[config.mk]
export PLATFORM = sky130hd
export DESIGN_NAME = dft64_seq_flat
export DESIGN_NICKNAME = d
export VERILOG_FILES = /design/src/rtl/dft64_seq_if.sv /design/src/rtl/dft64_seq.sv /design/src/flat_wrapper.sv
export SDC_FILE = /design/constraint.sdc
export NUM_CORES = 1
export LEC_CHECK = 0
export ABC_AREA = 1
export CORE_MARGIN = 1.5
export CORE_UTILIZATION = 25
export DETAILED_ROUTE_END_ITERATION = 7
export SYNTH_ARGS = -nofsm -noshare
export SYNTH_HDL_FRONTEND = slang
export SYNTH_SLANG_ARGS = --single-unit
[constraint.sdc]
create_clock -name clk -period 5.38 [get_ports clk]
set_input_delay 1.076 -clock clk [delete_from_list [all_inputs] [get_ports clk]]
set_output_delay 1.076 -clock clk [all_outputs]
set_load 0.1 [all_outputs]
[src/rtl/dft64_seq_if.sv]
// dft64_seq_if: row-input valid/ready handshake for dft64_seq.
// The source drives the row; the sequencer answers with ready.
interface dft64_seq_if;
    logic             in_valid;
    logic             in_ready;
    logic [7:0][15:0] in_samples;

    modport master (
        output in_valid,
        output in_samples,
        input  in_ready
    );

    modport slave (
        input  in_valid,
        input  in_samples,
        output in_ready
    );
endinterface

[src/rtl/dft64_seq.sv]
// dft64_seq: row sequencer for the 64-point DFT datapath.
// Define DFT64_SEQ_WATCHDOG_EN to build the DRAIN-stall watchdog.
module dft64_seq #(
    parameter int FFT_LAT = 3,
    parameter int CM_LAT  = 2,
    parameter int TO_CYC  = 32
) (
    input  logic             clk,
    input  logic             sreset,
    dft64_seq_if.slave       in_if,
    output logic             fft_valid,
    output logic [7:0][15:0] fft_x,
    output logic [7:0][5:0]  tw_start,
    output logic [7:0][5:0]  tw_step,
    output logic             tw_valid,
    input  logic             cm_valid,
    output logic             acc_clr,
    output logic             acc_en,
    output logic             busy,
    output logic             done,
    output logic [7:0]       frame_cnt,
    output logic             err
);

    if (FFT_LAT < 1 || CM_LAT < 0 || TO_CYC < 1) begin : g_bad_cfg
        $error("dft64_seq: bad latency or timeout parameter");
    end

    typedef enum logic [1:0] {
        IDLE,
        ISSUE,
        DRAIN,
        DONE
    } state_t;

    state_t state;
    state_t state_nxt;

    logic [2:0]              row;
    logic [2:0]              fft_row;
    logic [3:0]              res_cnt;
    logic [3:0]              res_nxt;
    logic [FFT_LAT-1:0]      dl_v;
    logic [FFT_LAT-1:0][2:0] dl_r;
    logic [5:0]              head_r;
    logic                    accept;
    logic                    res_inc;
    logic                    wd_hit;

    assign in_if.in_ready = (state == IDLE) || (state == ISSUE);
    assign accept  = in_if.in_valid && in_if.in_ready;
    assign res_inc = cm_valid && ((state == ISSUE) || (state == DRAIN));
    assign acc_en  = res_inc;
    assign busy    = (state != IDLE);
    assign done    = (state == DONE);
    assign err     = wd_hit;

    always_comb begin
        res_nxt = res_cnt;
        if (state == IDLE && accept) begin
            res_nxt = 4'd0;
        end else if (res_inc && res_cnt != 4'd8) begin
            res_nxt = res_cnt + 4'd1;
        end
    end

    // DONE is entered on the edge that lands the eighth result.
    always_comb begin
        state_nxt = state;
        unique case (state)
            IDLE: begin
                if (accept) state_nxt = ISSUE;
            end
            ISSUE: begin
                if (accept && row == 3'd7) state_nxt = DRAIN;
            end
            DRAIN: begin
                if (res_nxt == 4'd8) state_nxt = DONE;
                else if (wd_hit) state_nxt = IDLE;
            end
            DONE: begin
                state_nxt = IDLE;
            end
            default: begin
                state_nxt = IDLE;
            end
        endcase
    end

    always_ff @(posedge clk) begin
        if (sreset) begin
            state     <= IDLE;
            row       <= '0;
            fft_row   <= '0;
            res_cnt   <= '0;
            fft_valid <= 1'b0;
            fft_x     <= '0;
            acc_clr   <= 1'b0;
            frame_cnt <= '0;
            dl_v      <= '0;
            dl_r      <= '0;
        end else begin
            state     <= state_nxt;
            res_cnt   <= res_nxt;
            fft_valid <= accept;
            acc_clr   <= accept && (state == IDLE);
            if (accept) begin
                fft_x   <= in_if.in_samples;
                fft_row <= (state == IDLE) ? 3'd0 : row;
                row     <= (state == IDLE) ? 3'd1 : row + 3'd1;
            end
            if (state == DONE) begin
                frame_cnt <= frame_cnt + 8'd1;
            end
            dl_v[0] <= fft_valid && !wd_hit;
            dl_r[0] <= fft_row;
            for (int i = 1; i < FFT_LAT; i++) begin
                dl_v[i] <= dl_v[i-1] && !wd_hit;
                dl_r[i] <= dl_r[i-1];
            end
        end
    end

    assign tw_valid = dl_v[FFT_LAT-1];
    assign head_r   = {3'b000, dl_r[FFT_LAT-1]};

    // r*8*j mod 64 is just the low 3 bits of r*j shifted up by 3.
    always_comb begin
        logic [5:0] prod;
        prod = '0;
        for (int j = 0; j < 8; j++) begin
            prod        = head_r * 6'(j);
            tw_step[j]  = tw_valid ? prod : 6'd0;
            tw_start[j] = tw_valid ? {prod[2:0], 3'b000} : 6'd0;
        end
    end

`ifdef DFT64_SEQ_WATCHDOG_EN
    localparam int WD_W = $clog2(TO_CYC + 1);

    logic [WD_W-1:0] wd_cnt;

    always_ff @(posedge clk) begin
        if (sreset || state != DRAIN || cm_valid) begin
            wd_cnt <= '0;
        end else begin
            wd_cnt <= wd_cnt + WD_W'(1);
        end
    end

    assign wd_hit = (state == DRAIN) && !cm_valid
                 && (wd_cnt == WD_W'(TO_CYC - 1));
`else
    assign wd_hit = 1'b0;
`endif

endmodule

[src/flat_wrapper.sv]
// flat-port wrapper written by rule: the top's interface ports become plain ports
module dft64_seq_flat 
#(
    parameter int FFT_LAT = 3,
    parameter int CM_LAT  = 2,
    parameter int TO_CYC  = 32
)
  (clk, sreset, fft_valid, fft_x, tw_start, tw_step, tw_valid, cm_valid, acc_clr, acc_en, busy, done, frame_cnt, err, in_if_in_valid, in_if_in_samples, in_if_in_ready);
  dft64_seq_if in_if_i ();
  input  logic clk;
  input  logic sreset;
  output logic fft_valid;
  output logic [7:0][15:0] fft_x;
  output logic [7:0][5:0] tw_start;
  output logic [7:0][5:0] tw_step;
  output logic tw_valid;
  input  logic cm_valid;
  output logic acc_clr;
  output logic acc_en;
  output logic busy;
  output logic done;
  output logic [7:0] frame_cnt;
  output logic err;
  input wire logic [$bits(in_if_i.in_valid)-1:0] in_if_in_valid;
  input wire logic [$bits(in_if_i.in_samples)-1:0] in_if_in_samples;
  output wire logic [$bits(in_if_i.in_ready)-1:0] in_if_in_ready;
  assign in_if_i.in_valid = in_if_in_valid;
  assign in_if_i.in_samples = in_if_in_samples;
  assign in_if_in_ready = in_if_i.in_ready;
  dft64_seq #(.FFT_LAT(FFT_LAT), .CM_LAT(CM_LAT), .TO_CYC(TO_CYC)) u_core (.clk(clk), .sreset(sreset), .in_if(in_if_i), .fft_valid(fft_valid), .fft_x(fft_x), .tw_start(tw_start), .tw_step(tw_step), .tw_valid(tw_valid), .cm_valid(cm_valid), .acc_clr(acc_clr), .acc_en(acc_en), .busy(busy), .done(done), .frame_cnt(frame_cnt), .err(err));
endmodule
==> results of run 1 <==
## synthesized netlist by cell type
master and n:
sky130_fd_sc_hd__conb_1 1, sky130_fd_sc_hd__nand2_4 3, sky130_fd_sc_hd__clkbuf_1 17, sky130_fd_sc_hd__a21oi_1 11, sky130_fd_sc_hd__a31oi_1 2, sky130_fd_sc_hd__buf_4 92, sky130_fd_sc_hd__nand4_1 2, sky130_fd_sc_hd__nor2_1 284
sky130_fd_sc_hd__o21ai_1 82, sky130_fd_sc_hd__nand3_2 2, sky130_fd_sc_hd__nor3b_1 2, sky130_fd_sc_hd__nor2_2 1, sky130_fd_sc_hd__buf_2 16, sky130_fd_sc_hd__nand3_1 11, sky130_fd_sc_hd__nor3_2 1, sky130_fd_sc_hd__dfxtp_1 162
sky130_fd_sc_hd__o21bai_2 1, sky130_fd_sc_hd__buf_1 3, sky130_fd_sc_hd__o21ai_0 52, sky130_fd_sc_hd__ha_1 19, sky130_fd_sc_hd__inv_2 5, sky130_fd_sc_hd__inv_1 45, sky130_fd_sc_hd__xnor2_1 1, sky130_fd_sc_hd__nor3_1 5
sky130_fd_sc_hd__nand3_4 1, sky130_fd_sc_hd__fa_1 4, sky130_fd_sc_hd__nand2_1 40, sky130_fd_sc_hd__nand2_2 1, sky130_fd_sc_hd__nand3b_1 1, sky130_fd_sc_hd__buf_6 1, sky130_fd_sc_hd__a21oi_2 1
## metrics by stage
step	hold slack [ns]	instance area, sq um
global route	0.421	10400
global placement	0.394	9830
CTS	0.398	10400
floorplan	0.388	6980
detailed placement	0.392	9830
finish	0.396	10400
## report_power, final
part,internal [mW],total (mW),switching [mW]
Clock,0.749,1.30,0.554
Combinational,0.807,3.85,3.04
Sequential,1.51,1.67,0.161
## logic make-up (layout without fill, tap and decap cells)
family | count (synthesis) | count (layout) | share of synthesized area
AO/OA/AOI/OAI | 149 | 149 | 0.111
XOR/XNOR | 1 | 1 | 0.00129
adder cells (fa/ha/maj) | 23 | 23 | 0.0467
buffers and inverters | 179 | 408 | 0.154
flip-flops | 162 | 162 | 0.477
other | 1 | 49 | 0.000551
AND/OR/NAND/NOR | 354 | 354 | 0.210
## state kept, by name, summed over array words and instances, names as in the netlist
register	cells
u_core.acc_clr	1
u_core.dl_r	9
u_core.dl_v	3
u_core.fft_row	3
u_core.fft_valid	1
u_core.fft_x	128
u_core.frame_cnt	8
u_core.res_cnt	4
u_core.row	3
u_core.state	2
## metal layers
metal / global-route usage / vias to the layer above
met5: 0 / -
met4: 0.0415 / 2
met3: 0.0552 / 19
met2: 0.243 / 241
met1: 0.146 / 2733
li1: - / 3130
## worst max path at each step
stage                              start           to  slack, ns  depth (start not counted)
after floorplan           u_core.dl_v[2]  tw_step[40]       1.07                          3
after global placement    u_core.dl_r[8]  tw_step[45]       1.34                          6
after detailed placement  u_core.dl_r[8]  tw_step[46]       1.25                          6
after CTS                 u_core.dl_r[8]  tw_step[46]       0.80                          6
after global routing      u_core.dl_r[8]  tw_step[46]       0.70                          6
final                     u_core.dl_r[8]  tw_step[46]       0.85                          6
## critical path: stages, from the launching register on
cell and delay, ns:
sky130_fd_sc_hd__dfxtp_1 0.57, sky130_fd_sc_hd__fa_1 0.50, sky130_fd_sc_hd__ha_1 0.22, sky130_fd_sc_hd__fa_1 0.39, sky130_fd_sc_hd__xnor2_1 0.14, sky130_fd_sc_hd__nor2_1 0.08, sky130_fd_sc_hd__clkdlybuf4s50_1 1.13
## layout make-up
class	instances	share of cell area
clock buffers	17	0.0407
clock inverters	14	0.0186
inverters	50	0.0183
multi-input cells	576	0.258
flip-flops and latches	162	0.310
well taps	341	0.0408
repair buffers	327	0.313
==> load_flow_metrics.sql, run 1 <==
INSERT INTO impl_metrics (metric_group, metric, value, unit) VALUES
('status', 'outcome', 'completed', ''),
('detailed_routing', 'final_antenna_net_count', '0', ''),
('die', 'placeableCoreArea', '26800', 'sq um'),
('grt', 'grt_usage', '0.136', ''),
('critical_path', 'path_class', 'register to output port', ''),
('detailed_routing', 'wl_met1', '7920', 'um'),
('yosys', 'synth_top_area_cell', 'sky130_fd_sc_hd__dfxtp_1', ''),
('cells_and_area', 'mostFrequentLayoutCell', 'sky130_fd_sc_hd__clkdlybuf4s50_1', ''),
('detailed_routing', 'wl_met3', '1690', 'um'),
('critical_path', 'start_kind', 'register', ''),
('critical_path', 'critPathCaptureType', 'output port', ''),
('detailed_routing', 'top_signal_layer_used', 'met5', ''),
('die', 'die_height', '168', 'um'),
('yosys', 'ys.warnings.count', '0', ''),
('sta', 'fin_crit_sh', '0.841', ''),
('yosys', 'synthesis.instances', '869', ''),
('cells_and_area', 'areaGrowthSynthToFinish', '53.6', '%'),
('detailed_routing', 'route.final.wire_length', '19400', 'um'),
('yosys', 'ys_top_cells_by_area', 'sky130_fd_sc_hd__dfxtp_1 48%, sky130_fd_sc_hd__nor2_1 16%, sky130_fd_sc_hd__buf_4 10%', ''),
('yosys', 'postSynthRegisterBits', '162', ''),
('yosys', 'synth_cell_types', '31', ''),
('sta', 'rsz0062_at_grt', 'false', ''),
('cells_and_area', 'fillCellCount', '2768', ''),
('power', 'ir_worst_vdd', '0.000351', 'V'),
('detailed_routing', 'routedWlPerCell', '13.0', 'um'),
('die', 'top_level_ports', '372', ''),
('flow_run', 'max_cap_viols', '0', ''),
('cells_and_area', 'finalNonFillerCells', '1487', ''),
('critical_path', 'timing.rr.start', 'u_core.state[0]', ''),
('clocking', 'cts_num_sinks', '162', ''),
('sta', 'slew_at_the_pin_closest_to_its_max_slew_limit', '1.04', 'ns'),
('cells_and_area', 'antennaDiodeCount', '0', ''),
('clocking', 'hold_buffer_count_at_cts', '0', ''),
('yosys', 'post_synth_instance_area', '6800', 'sq um'),
('cells_and_area', 'sequential_cell_area', '3240', 'sq um'),
('cells_and_area', 'layout.core_utilization', '0.390', ''),
('clocking', 'htree_levels', '4', ''),
('clocking', 'clock_insertion_delay_worst_skew', '0.42', 'ns'),
('sta', 'fin_skew', '0.0117', 'ns'),
('detailed_routing', 'dr.first_iter.drc_count', '235', ''),
('detailed_routing', 'num_vias', '6125', ''),
('power', 'totalPowerFinal', '6.82', 'mW'),
('cells_and_area', 'area_of_the_multi_input_gates', '2690', 'sq um'),
('placement', 'port-buffer-count', '322', ''),
('yosys', 'synth.avg_cell_area', '7.83', 'sq um'),
('cells_and_area', 'drive_gt1_frac', '0.0454', ''),
('critical_path', 'critical_path_required', '4.30', 'ns'),
('die', 'num_rows', '60', ''),
('sta', 'setup_viol_count_final', '0', ''),
('detailed_routing', 'dr.pass1.iters', '4', ''),
('clocking', 'max-clock-path-buffers', '2', ''),
('grt', 'grt_pass1_wl', '30200', 'um'),
('cells_and_area', 'most-common-layout-cells', '322 x sky130_fd_sc_hd__clkdlybuf4s50_1, 284 x sky130_fd_sc_hd__nor2_1, 162 x sky130_fd_sc_hd__dfxtp_1', ''),
('yosys', 'yosysSeqAreaShare', '0.477', ''),
('power', 'power_density', '653', 'nW/um^2'),
('hold_path', 'worstHoldEndpoint', 'u_core.dl_r[6]', ''),
('critical_path', 'timing.critical_path.arrival', '3.45', 'ns'),
('sta', 'fin_ws', '0.853', 'ns'),
('placement', 'dp_worst_setup_slack', '1.25', 'ns'),
('hold_path', 'min_path_cells', '2', ''),
('sta', 'summed_negative_setup_slack_over_all_endpoints', '0', 'ns'),
('die', 'dieWidth', '168', 'um'),
('critical_path', 'cell_depth_of_the_worst_flop_to_flop_path', '9', ''),
('critical_path', 'reg2reg_to', 'u_core.fft_x[120]', ''),
('clocking', 'post_cts_setup_buffer_count', '0', ''),
('clocking', 'clock_buffers_created_by_tritoncts', '17', ''),
('detailed_routing', 'met2_wire_len', '9450', 'um'),
('hold_path', 'hold_path.class', 'register to register', ''),
('hold_path', 'worstHoldStart', 'u_core.dl_r[3]', ''),
('critical_path', 'regToRegSetupSlack', '2.44', 'ns'),
('clocking', 'path_clk_slew', '0.06', 'ns');
No activity file was read; power rests on OpenSTA's default activity.
==> run 2, diff against run 1 <==
==> constraint.sdc (replaced) <==
create_clock -name clk -period 4.1 [get_ports clk]
set_input_delay 0.82 -clock clk [delete_from_list [all_inputs] [get_ports clk]]
set_output_delay 0.82 -clock clk [all_outputs]
set_load 0.1 [all_outputs]
==> load_flow_metrics.sql, run 2 (same netlist as run 1, synthesis figures left out) <==
INSERT INTO impl_metrics (metric_group, metric, value, unit) VALUES
('power', 'ir_worst_vdd', '0.000387', 'V'),
('cells_and_area', 'reg_top3', 'u_core.fft_x x128, u_core.dl_r x9, u_core.frame_cnt x8', ''),
('critical_path', 'crit_cells', '6', ''),
('hold_path', 'hold_path.class', 'register to register', ''),
('critical_path', 'critical_path_required', '3.28', 'ns'),
('critical_path', 'reg2reg_to', 'u_core.fft_x[72]', ''),
('grt', 'antenna_found_initial', '0', ''),
('cells_and_area', 'fillCellCount', '2749', ''),
('sta', 'summed_negative_setup_slack_over_all_endpoints', '0', 'ns'),
('placement', 'port-buffer-count', '322', ''),
('critical_path', 'path_buf_inv', '1', ''),
('critical_path', 'critPathCaptureType', 'output port', ''),
('detailed_routing', 'viasPerCell', '4.09', ''),
('clocking', 'post_cts_setup_buffer_count', '0', ''),
('grt', 'grt_overflow', '0', ''),
('clocking', 'path_clk_slew', '0.06', 'ns'),
('die', 'num_rows', '60', ''),
('sta', 'fin_crit_sh', '0.838', ''),
('detailed_routing', 'num_vias', '6089', ''),
('grt', 'maximum_number_of_pins_on_one_net_before_global_route_repair', '133', ''),
('critical_path', 'crit_path_top_delay_cell', 'sky130_fd_sc_hd__dfxtp_1', ''),
('clocking', 'cts_tree', 'done', ''),
('status', 'outcome', 'completed', ''),
('power', 'power_density', '860', 'nW/um^2'),
('sta', 'setup_viol_count_final', '0', ''),
('die', 'initial_utilization', '0.254', ''),
('cells_and_area', 'final_nets', '1291', ''),
('hold_path', 'min_path_cells', '2', ''),
('sta', 'drv_slew', '0', ''),
('placement', 'hpwl_reported_at_the_end_of_detailed_placement', '13600', 'um'),
('grt', 'grt_pass1_wl', '30300', 'um'),
('critical_path', 'start_kind', 'register', ''),
('critical_path', 'timing.critical_path.arrival', '2.61', 'ns'),
('clocking', 'clk_root_buffer_cell', 'sky130_fd_sc_hd__clkbuf_16', ''),
('clocking', 'cts_num_sinks', '162', ''),
('detailed_routing', 'route.final.wire_length', '19500', 'um'),
('sta', 'highest_clock_rate', '291', 'MHz'),
('cells_and_area', 'drive_gt1_frac', '0.0801', ''),
('sta', 'final_hold_viol_count', '0', ''),
('clocking', 'hold_buffer_count_at_cts', '0', ''),
('die', 'die_height', '168', 'um'),
('sta', 'final.min_clock_period', '3.43', 'ns'),
('critical_path', 'cpPeakStageDelay', '0.59', 'ns'),
('cells_and_area', 'most-common-layout-cells', '284 x sky130_fd_sc_hd__nor2_1, 284 x sky130_fd_sc_hd__clkdlybuf4s50_1, 162 x sky130_fd_sc_hd__dfxtp_1', ''),
('critical_path', 'sequence_of_cells_on_the_critical_path', 'fa_1 > ha_1 > fa_1 > xnor2_1 > nor2_1 > buf_4', ''),
('grt', 'grt_usage', '0.136', ''),
('detailed_routing', 'drt_drc_violations_left', '0', ''),
('die', 'fp.dieArea', '28200', 'sq um'),
('die', 'top_level_ports', '372', ''),
('grt', 'grt_pass1_vias', '5603', ''),
('critical_path', 'timing.rr.start', 'u_core.state[0]', ''),
('critical_path', 'critPathMostFrequentCell', 'sky130_fd_sc_hd__fa_1', ''),
('power', 'power_leakage', '4.37', 'nW'),
('detailed_routing', 'final_antenna_net_count', '0', ''),
('detailed_routing', 'dr.pass1.iters', '5', ''),
('cells_and_area', 'largest_reg_flops', '128', ''),
('die', 'placeableCoreArea', '26800', 'sq um'),
('clocking', 'clock_buffers_created_by_tritoncts', '17', ''),
('sta', 'timing.max_slew.rel_slack', '0.219', ''),
('hold_path', 'worstHoldStart', 'u_core.dl_r[1]', ''),
('sta', 'slew_at_the_pin_closest_to_its_max_slew_limit', '1.17', 'ns'),
('clocking', 'htree_levels', '4', ''),
('detailed_routing', 'dr.first_iter.drc_count', '214', ''),
('cells_and_area', 'antennaDiodeCount', '0', ''),
('clocking', 'post_cts_resized', '0', ''),
('sta', 'rsz0062_at_grt', 'false', ''),
('critical_path', 'critical_path.top_delay_family', 'adder cells', ''),
('clocking', 'max-clock-path-buffers', '2', ''),
('critical_path', 'cp_max_fo', '11', ''),
('sta', 'fin_skew', '0.0127', 'ns'),
('critical_path', 'cell_depth_of_the_worst_flop_to_flop_path', '8', ''),
('clocking', 'clock_insertion_delay_worst_skew', '0.42', 'ns'),
('critical_path', 'path_class', 'register to output port', ''),
('cells_and_area', 'layout.core_utilization', '0.387', ''),
('cells_and_area', 'areaGrowthSynthToFinish', '52.4', '%'),
('hold_path', 'worstHoldEndpoint', 'u_core.dl_r[4]', ''),
('cells_and_area', 'largest-register', 'u_core.fft_x', ''),
('detailed_routing', 'routedWlPerCell', '13.1', 'um'),
('critical_path', 'regToRegSetupSlack', '1.94', 'ns'),
('flow_run', 'max_cap_viols', '0', ''),
('die', 'dieWidth', '168', 'um'),
('placement', 'place.gp.congestion', '0.789', '');
-- run 2: cell types whose count changed in the layout (fill, tap and decap cells not counted) --
cell                              change
sky130_fd_sc_hd__buf_4               +38
sky130_fd_sc_hd__inv_8                -2
sky130_fd_sc_hd__bufinv_16            -1
sky130_fd_sc_hd__clkinv_4             +1
sky130_fd_sc_hd__clkdlybuf4s50_1     -38
sky130_fd_sc_hd__inv_6                +2
sky130_fd_sc_hd__buf_12               +2
-- run 2: through the flow --
| step | total power, mW | hold slack, ns | cell area, sq um | cells | worst slack, ns |
|---|---|---|---|---|---|
| 2_1_floorplan | 6.22 | 0.388 | 6980 | 917 | 0.0510 |
| 3_3_place_gp | 7.31 | 0.391 | 9770 | 1458 | 1.13 |
| 3_5_place_dp | 7.33 | 0.393 | 9770 | 1458 | 1.07 |
| 4_1_cts | 9.02 | 0.404 | 10400 | 1489 | 0.617 |
| 5_1_grt | 9.32 | 0.413 | 10400 | 1489 | 0.543 |
| 6_report | 8.91 | 0.400 | 10400 | 1489 | 0.665 |
-- run 2: worst register-to-register path, cell delays in order (launching register included) --
cell and delay (ns):
sky130_fd_sc_hd__dfxtp_1 0.35, sky130_fd_sc_hd__inv_1 0.10, sky130_fd_sc_hd__ha_1 0.24, sky130_fd_sc_hd__inv_2 0.15, sky130_fd_sc_hd__nand2_4 0.08, sky130_fd_sc_hd__nand2_4 0.09
sky130_fd_sc_hd__buf_12 0.34, sky130_fd_sc_hd__o21ai_0 0.60, sky130_fd_sc_hd__nor2_1 0.15
-- run 2: worst max-delay path by stage --
stage                         startpoint           to  slack, ns
after global routing      u_core.dl_r[8]  tw_step[46]       0.54
after CTS                 u_core.dl_r[8]  tw_step[46]       0.62
after detailed placement  u_core.dl_r[8]  tw_step[46]       1.07
after floorplan           u_core.dl_v[2]  tw_step[40]       0.05
final                     u_core.dl_r[8]  tw_step[46]       0.67
after global placement    u_core.dl_r[8]  tw_step[46]       1.13
-- run 2: per-layer routing --
metal	global-route usage	share of wire	vias up
li1	-	-	3138
met1	0.152	0.41	2677
met2	0.235	0.48	254
met3	0.0555	0.091	20
met4	0.0435	0.017	0
met5	0	0	-
-- run 2: area by class of cell --
cell class                 count  area (sq um)  area share
clock buffer                  17           425      0.0410
clock inverter                14           168      0.0162
timing repair buffer         329          3220       0.310
tap                          341           427      0.0412
sequential                   162          3240       0.313
inverter                      50           191      0.0185
multi-input combinational    576          2690       0.260
-- run 2: power breakdown --
| part | internal, mW | switching [mW] | total [mW] |
|---|---|---|---|
| Combinational | 1.07 | 4.00 | 5.07 |
| Sequential | 1.98 | 0.211 | 2.20 |
| Clock | 0.919 | 0.727 | 1.65 |
| Total | 3.97 | 4.94 | 8.91 |
==> run 3, diff against run 2 <==
==> constraint.sdc (replaced) <==
create_clock -name clk -period 3.5 [get_ports clk]
set_input_delay 0.7 -clock clk [delete_from_list [all_inputs] [get_ports clk]]
set_output_delay 0.7 -clock clk [all_outputs]
set_load 0.1 [all_outputs]
==> load_flow_metrics.sql, run 3 (same netlist as run 1, synthesis figures left out) <==
INSERT INTO impl_metrics (metric_group, metric, value, unit) VALUES
('die', 'initial_utilization', '0.254', ''),
('cells_and_area', 'mostFrequentLayoutCell', 'sky130_fd_sc_hd__nor2_1', ''),
('die', 'dieWidth', '168', 'um'),
('critical_path', 'start_kind', 'register', ''),
('sta', 'final_hold_viol_count', '0', ''),
('detailed_routing', 'routedWlPerCell', '12.8', 'um'),
('clocking', 'max-clock-path-buffers', '2', ''),
('cells_and_area', 'drive_gt1_frac', '0.110', ''),
('detailed_routing', 'final_antenna_net_count', '0', ''),
('clocking', 'post_cts_resized', '0', ''),
('detailed_routing', 'dr.pass1.iters', '4', ''),
('sta', 'final.min_clock_period', '3.29', 'ns'),
('cells_and_area', 'reg_top3', 'u_core.fft_x x128, u_core.dl_r x9, u_core.frame_cnt x8', ''),
('cells_and_area', 'final_nets', '1290', ''),
('power', 'power_density', '1020', 'nW/um^2'),
('grt', 'antenna_found_initial', '1', ''),
('cells_and_area', 'finish.instance_area', '10400', 'sq um'),
('sta', 'rsz0062_at_grt', 'false', ''),
('detailed_routing', 'viasPerCell', '4.11', ''),
('die', 'fp.dieArea', '28200', 'sq um'),
('clocking', 'cts_tree', 'done', ''),
('critical_path', 'crit_path_top_delay_cell', 'sky130_fd_sc_hd__dfxtp_1', ''),
('clocking', 'clock_insertion_delay_worst_skew', '0.42', 'ns'),
('clocking', 'hold_buffer_count_at_cts', '0', ''),
('cells_and_area', 'sequential_cell_area', '3240', 'sq um'),
('clocking', 'cts_num_sinks', '162', ''),
('sta', 'summed_negative_setup_slack_over_all_endpoints', '0', 'ns'),
('hold_path', 'hold_path.class', 'register to register', ''),
('cells_and_area', 'area_of_the_multi_input_gates', '2700', 'sq um'),
('detailed_routing', 'dr.first_iter.drc_count', '191', ''),
('detailed_routing', 'drt_drc_violations_left', '0', ''),
('die', 'num_rows', '60', ''),
('power', 'power_leakage', '4.45', 'nW'),
('sta', 'drv_slew', '0', ''),
('cells_and_area', 'layout.core_utilization', '0.387', ''),
('grt', 'grt_usage', '0.135', ''),
('sta', 'highest_clock_rate', '304', 'MHz'),
('placement', 'port-buffer-count', '322', ''),
('sta', 'fin_skew', '0.0175', 'ns'),
('power', 'ir_worst_vdd', '0.000539', 'V'),
('grt', 'maximum_number_of_pins_on_one_net_before_global_route_repair', '138', ''),
('die', 'placeableCoreArea', '26800', 'sq um'),
('clocking', 'path_clk_slew', '0.06', 'ns'),
('sta', 'timing.max_slew.rel_slack', '0.317', ''),
('sta', 'fin_crit_sh', '0.941', ''),
('critical_path', 'critical_path_required', '2.80', 'ns'),
('critical_path', 'sequence_of_cells_on_the_critical_path', 'fa_1 > ha_1 > fa_1 > xnor2_1 > nor2_2 > buf_12', ''),
('placement', 'placed_cell_area', '9720', 'sq um'),
('critical_path', 'cpPeakStageDelay', '0.60', 'ns'),
('cells_and_area', 'fillCellCount', '2818', ''),
('cells_and_area', 'areaGrowthSynthToFinish', '52.4', '%'),
('placement', 'place.gp.congestion', '0.774', ''),
('clocking', 'clk_root_buffer_cell', 'sky130_fd_sc_hd__clkbuf_16', ''),
('die', 'die_height', '168', 'um'),
('grt', 'grt_overflow', '0', ''),
('placement', 'hpwl_reported_at_the_end_of_detailed_placement', '13300', 'um'),
('critical_path', 'critPathMostFrequentCell', 'sky130_fd_sc_hd__fa_1', ''),
('critical_path', 'timing.critical_path.arrival', '2.59', 'ns'),
('grt', 'grt_pass1_wl', '30200', 'um'),
('detailed_routing', 'num_vias', '6120', ''),
('critical_path', 'cp_max_fo', '11', ''),
('grt', 'grt_pass1_vias', '5735', ''),
('critical_path', 'path_class', 'register to output port', ''),
('critical_path', 'critPathCaptureType', 'output port', ''),
('sta', 'slew_at_the_pin_closest_to_its_max_slew_limit', '1.02', 'ns'),
('sta', 'setup_viol_count_final', '0', ''),
('clocking', 'htree_levels', '4', ''),
('flow_run', 'max_cap_viols', '0', ''),
('cells_and_area', 'largest_reg_flops', '128', ''),
('cells_and_area', 'most-common-layout-cells', '282 x sky130_fd_sc_hd__nor2_1, 252 x sky130_fd_sc_hd__clkdlybuf4s50_1, 162 x sky130_fd_sc_hd__dfxtp_1', ''),
('clocking', 'post_cts_setup_buffer_count', '0', ''),
('die', 'top_level_ports', '372', ''),
('detailed_routing', 'route.final.wire_length', '19100', 'um'),
('cells_and_area', 'largest-register', 'u_core.fft_x', ''),
('clocking', 'clock_buffers_created_by_tritoncts', '17', ''),
('status', 'outcome', 'completed', '');
[run 3: cell count changes in the layout (fill, tap and decap cells not counted), sizes merged]
cell	before	now
clkbuf	17	18
clkinv	4	1
bufinv	2	4
clkdlybuf4s50	284	252
buf	45	76
clkinvlp	1	2
diode	0	1
[run 3: final cells by class]
cell class,instances,area share
antenna,1,0.000241
clock buffer,18,0.0414
clock inverter,14,0.0208
inverter,50,0.0185
multi-input combinational,576,0.261
sequential,162,0.313
tap,341,0.0412
timing repair buffer,328,0.304
[run 3: critical path: cells and delay by family (launching register included)]
family                     cells  cell delay [ns]
and+or+nand+nor                1             0.13
adders and majority gates      3             1.10
DFF                            1             0.60
buffers and inverters          1             0.19
xor gates and xnor gates       1             0.16
[run 3: worst paths after layout]
kind                                    endpoint  slack (ns)  cells past startpoint             from
worst min-delay path              u_core.dl_r[3]        0.40                      2   u_core.dl_r[0]
worst max-delay path                 tw_step[46]        0.21                      6   u_core.dl_r[8]
worst max register to register  u_core.fft_x[67]        1.48                      9  u_core.state[0]
worst min register to register    u_core.dl_r[3]        0.40                      2   u_core.dl_r[0]
[run 3: per-layer routing]
layer,part of all wire,track usage,routed length [um],up-vias
met4,0.013,0.0403,243,0
met1,0.41,0.149,7880,2712
met5,0,0,0,-
li1,-,-,-,3136
met3,0.10,0.0592,1930,13
met2,0.47,0.236,9070,259
[run 3: power by group]
| group | internal [mW] | switching [mW] | leakage (nW) |
|---|---|---|---|
| clock network | 1.23 | 0.845 | 0.310 |
| registers | 2.32 | 0.243 | 1.34 |
| logic | 1.24 | 4.68 | 2.80 |
| total | 4.79 | 5.77 | 4.45 |
[run 3: stage by stage]
step | hold slack (ns) | total power, mW | worst slack (ns) | instances
global placement | 0.392 | 8.54 | 0.674 | 1457
detailed placement | 0.393 | 8.56 | 0.619 | 1457
global route | 0.419 | 11.0 | 0.0682 | 1489
CTS | 0.400 | 10.7 | 0.165 | 1489
floorplan | 0.388 | 7.28 | 0.0894 | 917
finish | 0.398 | 10.6 | 0.206 | 1490
